### src/rtl/axis_accum_scheduler.sv
// Round-robin scheduler sharing one frame accumulator between N_REQ AXI-Stream requesters.
// Each grant covers a full NO_OF_STEPS-beat frame; the sum is emitted tagged with the requester id.
module axis_accum_scheduler #(
   parameter int unsigned N_REQ       = 4,
   parameter int unsigned WIDTH       = 3,
   parameter int unsigned NO_OF_STEPS = 10,
   localparam int unsigned ID_W       = $clog2(N_REQ),
   localparam int unsigned W_SUM      = WIDTH + $clog2(NO_OF_STEPS)
) (
   input  logic                         clk,
   input  logic                         rstn,
   input  logic [N_REQ-1:0]             s_valid,
   output logic [N_REQ-1:0]             s_ready,
   input  logic [N_REQ-1:0][WIDTH-1:0]  s_data,
   output logic                         m_valid,
   input  logic                         m_ready,
   output logic [W_SUM-1:0]             m_data,
   output logic [ID_W-1:0]              m_id,
   output logic                         busy
);

   localparam int unsigned CNT_W = $clog2(NO_OF_STEPS);
   localparam logic [CNT_W-1:0] LAST_CNT = CNT_W'(NO_OF_STEPS - 1);

   typedef enum logic [1:0] {StIdle, StAccum, StOut} state_t;

   state_t             state;
   logic [ID_W-1:0]    grant;
   logic [ID_W-1:0]    last_grant;
   logic [CNT_W-1:0]   count;
   logic [W_SUM-1:0]   sum;

   logic               pick_valid;
   logic [ID_W-1:0]    pick;
   logic [ID_W-1:0]    cand;
   logic [W_SUM-1:0]   beat;
   logic [W_SUM-1:0]   sum_nxt;

   // Search starts just after the last served requester so nobody is favoured by index.
   always_comb begin
      pick_valid = 1'b0;
      pick       = '0;
      cand       = '0;
      for (int unsigned i = 1; i <= N_REQ; i++) begin
         cand = ID_W'((32'(last_grant) + i) % N_REQ);
         if (!pick_valid && s_valid[cand]) begin
            pick_valid = 1'b1;
            pick       = cand;
         end
      end
   end

   always_comb begin
      beat    = W_SUM'(s_data[grant]);
      sum_nxt = (count == '0) ? beat : sum + beat;
   end

   assign busy = (state != StIdle);

   always_ff @(posedge clk or negedge rstn) begin
      if (!rstn) begin
         state      <= StIdle;
         grant      <= '0;
         last_grant <= ID_W'(N_REQ - 1);
         count      <= '0;
         sum        <= '0;
         s_ready    <= '0;
         m_valid    <= 1'b0;
         m_data     <= '0;
         m_id       <= '0;
      end else begin
         unique case (state)
            StIdle: begin
               if (pick_valid) begin
                  grant   <= pick;
                  count   <= '0;
                  s_ready <= N_REQ'(1) << pick;
                  state   <= StAccum;
               end
            end
            StAccum: begin
               if (s_valid[grant] && s_ready[grant]) begin
                  sum <= sum_nxt;
                  if (count == LAST_CNT) begin
                     count   <= '0;
                     s_ready <= '0;
                     m_valid <= 1'b1;
                     m_data  <= sum_nxt;
                     m_id    <= grant;
                     state   <= StOut;
                  end else begin
                     count <= count + CNT_W'(1);
                  end
               end
            end
            StOut: begin
               if (m_ready) begin
                  m_valid    <= 1'b0;
                  last_grant <= grant;
                  state      <= StIdle;
               end
            end
            default: state <= StIdle;
         endcase
      end
   end

endmodule

### config.mk
export PLATFORM = sky130hd
export DESIGN_NAME = axis_accum_scheduler
export DESIGN_NICKNAME = d
export VERILOG_FILES = /design/src/rtl/axis_accum_scheduler.sv
export SDC_FILE = /design/constraint.sdc
export NUM_CORES = 1
export LEC_CHECK = 0
export CAP_MARGIN = 20
export CELL_PAD_IN_SITES_DETAIL_PLACEMENT = 0
export CELL_PAD_IN_SITES_GLOBAL_PLACEMENT = 2
export CORE_ASPECT_RATIO = 2
export CORE_MARGIN = 2
export CORE_UTILIZATION = 30
export CTS_CLUSTER_DIAMETER = 150
export DETAILED_ROUTE_END_ITERATION = 8
export PLACE_DENSITY_LB_ADDON = 0.1
export SLEW_MARGIN = 20
export SYNTH_ARGS = -nofsm -noshare
export SYNTH_HDL_FRONTEND = slang
export SYNTH_SLANG_ARGS = --single-unit
### constraint.sdc
create_clock -name clk -period 2 [get_ports clk]
set_input_delay 0.3 -clock clk [delete_from_list [all_inputs] [get_ports clk]]
set_output_delay 0.3 -clock clk [all_outputs]
set_load 0.02 [all_outputs]
==> results of run 1 <==
layout by cell type (no fill, tap or decap), drive strengths merged, types with 2 or more instances in the layout:
master,n
dfrtp,29
a41oi,2
nand2b,7
o31ai,4
mux4,3
xor2,2
a22o,3
or2,2
ha,6
nor3b,3
xnor2,2
mux2,4
o32ai,5
nand4b,2
clkbuf,8
nand3b,2
nand2,22
mux2i,3
dfstp,2
nor3,2
o21ai,22
nor2b,5
a21oi,3
inv,6
a21o,2
buf,22
clkdlybuf4s50,33
nand4,2
nor2,5
registers in the layout, indices dropped and copies added, names as in the netlist:
name	count
m_data	7
sum	7
count	4
s_ready	4
grant	2
last_grant	2
m_id	2
state	2
m_valid	1
metal layers:
metal | vias up | share of wire, % | global-route usage (%) | wire length [µm]
met1 | 748 | 34 | 16.58 | 1780
met4 | 0 | 2.9 | 8.741 | 153
met3 | 10 | 2.3 | 3.600 | 119
met2 | 26 | 61 | 31.58 | 3147
met5 | - | 0 | 0 | 0
li1 | 756 | - | - | -
cells in the mapped netlist, drive strengths merged (3+ instances only):
| cell | n |
|---|---|
| o32ai | 5 |
| o21ai | 22 |
| nor3b | 3 |
| dfrtp | 29 |
| a21oi | 3 |
| nor2b | 5 |
| mux4 | 3 |
| mux2i | 3 |
| ha | 6 |
| inv | 6 |
| buf | 6 |
| a22o | 3 |
| nand2 | 21 |
| nand2b | 7 |
| o31ai | 4 |
| nor2 | 5 |
| mux2 | 4 |
worst max-delay path, delay by kind of cell (launching register included):
family                     cells  cell delay, ps
and+or+nand+nor                1             140
adders and majority gates      1             230
muxes                          1             580
AOI/OAI and AO/OA              3             670
DFF                            1             420
final timing paths:
kind,start,end
setup / recovery,grant[0],sum[5]
hold / removal,rstn,m_data[1]
setup reg to reg,grant[0],sum[5]
hold reg to reg,m_valid,m_valid
max in group asynchronous,rstn,last_grant[0]
min in group clk,m_valid,m_valid
repair_timing:
action / in CTS / in global routing
hold buffers: 0 / 0
pin swaps: 7 / 12
cloned: 0 / 1
buffers inserted: 3 / 3
gates resized for setup: 8 / 24
setup endpoints to repair: 12 / 23
through the flow:
| stage | instances | cell area, µm² |
|---|---|---|
| 3_3_place_gp | 279 | 2357 |
| 2_1_floorplan | 175 | 1887 |
| 4_1_cts | 290 | 2550 |
| 3_5_place_dp | 279 | 2357 |
| 6_report | 294 | 2658 |
| 5_1_grt | 294 | 2658 |
cell type report:
cell class	count	area, µm²	area share (%)
clock buffers	8	156.4	5.885
flip-flops and latches	31	779.5	29.33
inverters	6	22.52	0.8475
well taps	63	78.83	2.966
repair buffers	55	515.5	19.40
multi-input cells	131	1105	41.57
power breakdown:
part | switching, mW | leakage, nW | total (mW) | internal, mW
combinational | 0.675 | 0.643 | 1.43 | 0.751
sequential | 0.222 | 0.392 | 1.02 | 0.794
clock | 0.265 | 0.0772 | 0.794 | 0.529
total | 1.16 | 1.11 | 3.24 | 2.07
cells by family after synthesis:
kind of cell,synth area share (%)
DFF,41.97
muxes,8.502
AOI/OAI and AO/OA,18.89
xor gates and xnor gates,1.890
and+or+nand+nor,18.56
adders and majority gates,5.128
buffers and inverters,5.061
==> results.md, run 1 <==
* Status: finished with violations
* Failing checks: negative setup slack
* CTS tree: built
* Element type at the critical path start: flop
* # rows at 40
* Synth top area share at 39.14%
* CP Cell Sequence: mux4_2 -> ha_4 -> a21o_1 -> a32o_2 -> nor2b_1 -> a22o_1
* Leading post-synthesis cells by cell area: dfrtp_1, o21ai_0, mux4_1
* Critical Path AT at 2310 ps
* Clk buf depth at 2
* Fin crit period at 2143 ps
* Worst-margin pin slew at 396.2 ps
* Syn Area/Cell at 10.60 µm²
* Largest net degree at the start of global routing at 32
* Crit path max fanout at 4
* Synthesized flop and latch total at 31
* WHS at 421.0 ps
* Netlist Area Pre-Place at 0.001854 mm²
* Worst-Skew Late Latency at 280 ps
* Data required time of the critical path at 2170 ps
* Max stage delay on crit path at 580 ps
* DR DRC count at 0
* Syn_nets at 201
* Layout filler cell count at 593
* Detailed Routing Iterations Pass 1 at 4
* Synthesized instance count at 175
* Slew Viols, Final at 0
* Max_cap viols at 0
* Fin Setup TNS at -768.0 ps
* Slowest CP cell: mux4_2
* RSZ-0062 raised after global routing: true
* Post-synth cell types at 51
* H-tree Lvls at 2
* Post-synthesis sequential area ratio at 41.97%
* Clock skew at 2.152 ps
* Routability congestion estimate at 0.7724
* Layout Nets at 256
* CTS sink cnt at 31
* Post-Place Worst Slack at -379.9 ps
* Clock transition at path regs at 50 ps
* # port buffers at 33
* F_max at 466.5 MHz
* Iter 0 DRT Violations at 35
* # setup viols final at 10
* GRT overflow at 0
* Die Area at 0.006864 mm²
* Worst rel slew slack at 73.59%
* CTS root buffer: clkbuf_16
* Final Total Pwr at 3.236 mW
* Die width at 59.59 µm
* Core Region at 0.006006 mm²
* Main synth FF type: dfrtp_1
* Io pins at 34
* Vias per cell at 5.238
* Post-detail-place hpwl at 3937 µm
* Final worst slack at -143.5 ps
* Initial Util at 30.87%
* Area leader, netlist: dfrtp_1
* Worst Hold Class: in2async
* CTS Buf Count at 5
* Area Overhead vs Synth at 43.32%
* Maximum vdd drop at 0.0005730 V
* Power per cell area at 1218 mW/mm²
* Core Util, Final at 44.25%
* Post-synth EDFFs at 0
* Final WL at 5200 µm
* Number of global-route vias before repair at 1666
* Final-report hold violation count at 0
* DR vias at 1540
* Antenna violations before repair at 0
* Synth async-reset ratio at 100.0%
* R2R cell count at 6
* Fraction of layout cells with a size suffix above 1 at 28.14%
* LEAKAGE at 1.113 nW
* Routed Antenna Nets at 0
* Period utilization at 107.2%
* Crit end category: flop
* Ys Warns at 0
* Diode count at 0
* Drt wl/cell at 17.69 µm
* All-Layer GR Usage at 16.93%
* Reg2reg setup slack at -140 ps
* Die H at 115.2 µm
* Global-route wire length before repair at 8452 µm
* Setup CP Type: reg2reg
(Power assumes the default switching activity.)
==> run 2, diff against run 1 <==
- GPL_ROUTABILITY_DRIVEN: default -> 0
- MAX_ROUTING_LAYER: default -> met4
==> results.md, run 2 (synthesis results as in run 1) <==
* Critical Path AT at 2310 ps (about the same)
* Fin crit period at 2144 ps (was 2143 ps)
* Layout Nets at 256 (unchanged)
* Crit path launch: grant[0] (unchanged)
* RSZ-0062 raised after global routing: true (unchanged)
* Bufs and invs on worst path at 0 (unchanged)
* Io pins at 34 (unchanged)
* Routed Antenna Nets at 0 (unchanged)
* Commonest non-fill, non-tap cells in the layout: clkdlybuf4s50_1, dfrtp_1, buf_4 (unchanged)
* Maximum vdd drop at 0.0005738 V (was 0.0005730 V)
* R2R cell count at 6 (unchanged)
* Clock transition at path regs at 50 ps (about the same)
* Final worst slack at -143.7 ps (was -143.5 ps)
* Fraction of layout cells with a size suffix above 1 at 28.14% (unchanged)
* R2R Path End: sum[5] (unchanged)
* Max stage delay on crit path at 580 ps (about the same)
* Post-Place Worst Slack at -379.9 ps (unchanged)
* Power per cell area at 1218 mW/mm² (about the same)
* # setup viols final at 10 (unchanged)
* Worst rel slew slack at 73.52% (was 73.59%)
* Stages on worst setup path at 6 (unchanged)
* Die H at 115.2 µm (unchanged)
* Max_cap viols at 0 (unchanged)
* Global-route wire length before repair at 8452 µm (unchanged)
* Slew Viols, Final at 0 (unchanged)
* Element type at the critical path start: flop (unchanged)
* Antenna violations before repair at 0 (unchanged)
* CP top delay family: compound AO/OA/AOI/OAI gates (unchanged)
* # port buffers at 33 (unchanged)
* Final WL at 5209 µm (was 5200 µm)
* Core Region at 0.006006 mm² (unchanged)
* Initial Util at 30.87% (unchanged)
* Filler-free cell count of the finished design at 294 (unchanged)
* Cts hold-fix bufs at 0 (unchanged)
* Fin Setup TNS at -768.0 ps (about the same)
* Crit path max fanout at 4 (unchanged)
* Final Instance Area at 0.002658 mm² (unchanged)
* All-Layer GR Usage at 17.42% (was 16.93%)
* DR vias at 1546 (was 1540)
* Crit end category: flop (unchanged)
* Number of global-route vias before repair at 1667 (was 1666)
* Area Overhead vs Synth at 43.32% (unchanged)
* Top Registers: m_data: 7 flops, sum: 7 flops (unchanged)
* Drt wl/cell at 17.72 µm (was 17.69 µm)
* CTS tree: built (unchanged)
* Status: finished with violations (unchanged)
* FF-to-FF Start: grant[0] (unchanged)
* Dpl cells at 279 (unchanged)
* F_max at 466.5 MHz (about the same)
* Worst Hold Class: in2async (unchanged)
* LEAKAGE at 1.113 nW (unchanged)
* Clk buf depth at 2 (unchanged)
* Diode count at 0 (unchanged)
* Reg2reg setup slack at -140 ps (about the same)
* Detailed Routing Iterations Pass 1 at 4 (unchanged)
* GRT overflow at 0 (unchanged)
* Worst-Skew Late Latency at 280 ps (about the same)
* Post-DP Area at 0.002357 mm² (unchanged)
* Vias per cell at 5.259 (was 5.238)
* Die width at 59.59 µm (unchanged)
* Final-report hold violation count at 0 (unchanged)
* H-tree Lvls at 2 (unchanged)
* Clock skew at 2.103 ps (was 2.152 ps)
* Setup CP Type: reg2reg (unchanged)
* Iter 0 DRT Violations at 36 (was 35)
* CTS Buf Count at 5 (unchanged)
* CP Cell Sequence: mux4_2 -> ha_4 -> a21o_1 -> a32o_2 -> nor2b_1 -> a22o_1 (unchanged)
* Most common cell after layout, fill and taps aside: clkdlybuf4s50_1 (unchanged)
* Period utilization at 107.2% (about the same)
* Worst-margin pin slew at 397.2 ps (was 396.2 ps)
* DR DRC count at 0 (unchanged)
* Die Area at 0.006864 mm² (unchanged)
* CTS root buffer: clkbuf_16 (unchanged)
* Crit path capture: sum[5] (unchanged)
* Post-detail-place hpwl at 3937 µm (unchanged)
* # rows at 40 (unchanged)
* CTS sink cnt at 31 (unchanged)
* Slowest CP cell: mux4_2 (unchanged)
* Failing checks: negative setup slack (unchanged)
* Data required time of the critical path at 2170 ps (about the same)
* Largest net degree at the start of global routing at 32 (unchanged)
[run 2: how the worst min path moves through the flow]
| stage | endpoint | depth (start not counted) | start | slack, ps |
|---|---|---|---|---|
| 2_1_floorplan | count[0] | 0 | rstn | 4 |
| 3_3_place_gp | m_valid | 2 | m_valid | 460 |
| 3_5_place_dp | m_valid | 2 | m_valid | 470 |
| 4_1_cts | m_data[1] | 2 | rstn | 450 |
| 5_1_grt | m_data[1] | 2 | rstn | 470 |
| 6_report | m_data[1] | 2 | rstn | 420 |
[run 2: timing repair]
action	4_1_cts	5_1_grt
endpoints found under the setup margin	12	23
pin swaps	7	12
gates cloned	0	1
setup buffers	3	3
resized for setup	8	24
hold endpoints to repair	0	0
[run 2: layout make-up]
| cell class | count | area (µm²) |
|---|---|---|
| fill | 593 | 3348 |
| inverter | 6 | 22.52 |
| multi-input combinational | 131 | 1105 |
| tap | 63 | 78.83 |
| sequential | 31 | 779.5 |
| timing repair buffer | 55 | 515.5 |
| clock buffer | 8 | 156.4 |
[run 2: where the power goes]
group,total [mW],leakage [nW],internal [mW],switching (mW)
sequential,1.02,0.392,0.794,0.222
combinational,1.43,0.643,0.751,0.675
clock,0.796,0.0772,0.529,0.267
total,3.24,1.11,2.07,1.16
[run 2: metrics by stage]
stage	utilization (%)	hold slack, ps	power [mW]
3_3_place_gp	39.25	462.7	2.186
6_report	44.25	421.0	3.238
4_1_cts	42.46	446.8	3.117
2_1_floorplan	-	4.409	1.821
5_1_grt	44.25	470.4	3.471
3_5_place_dp	39.25	473.6	2.228
[run 2: metal layers]
metal  GRT usage [%]  wire length [µm]  part of all wire [%]
met1           16.65              1788                    34
met5               -                 0                     0
met4           8.741               153                   2.9
met3           3.487               112                   2.2
met2           31.58              3154                    61
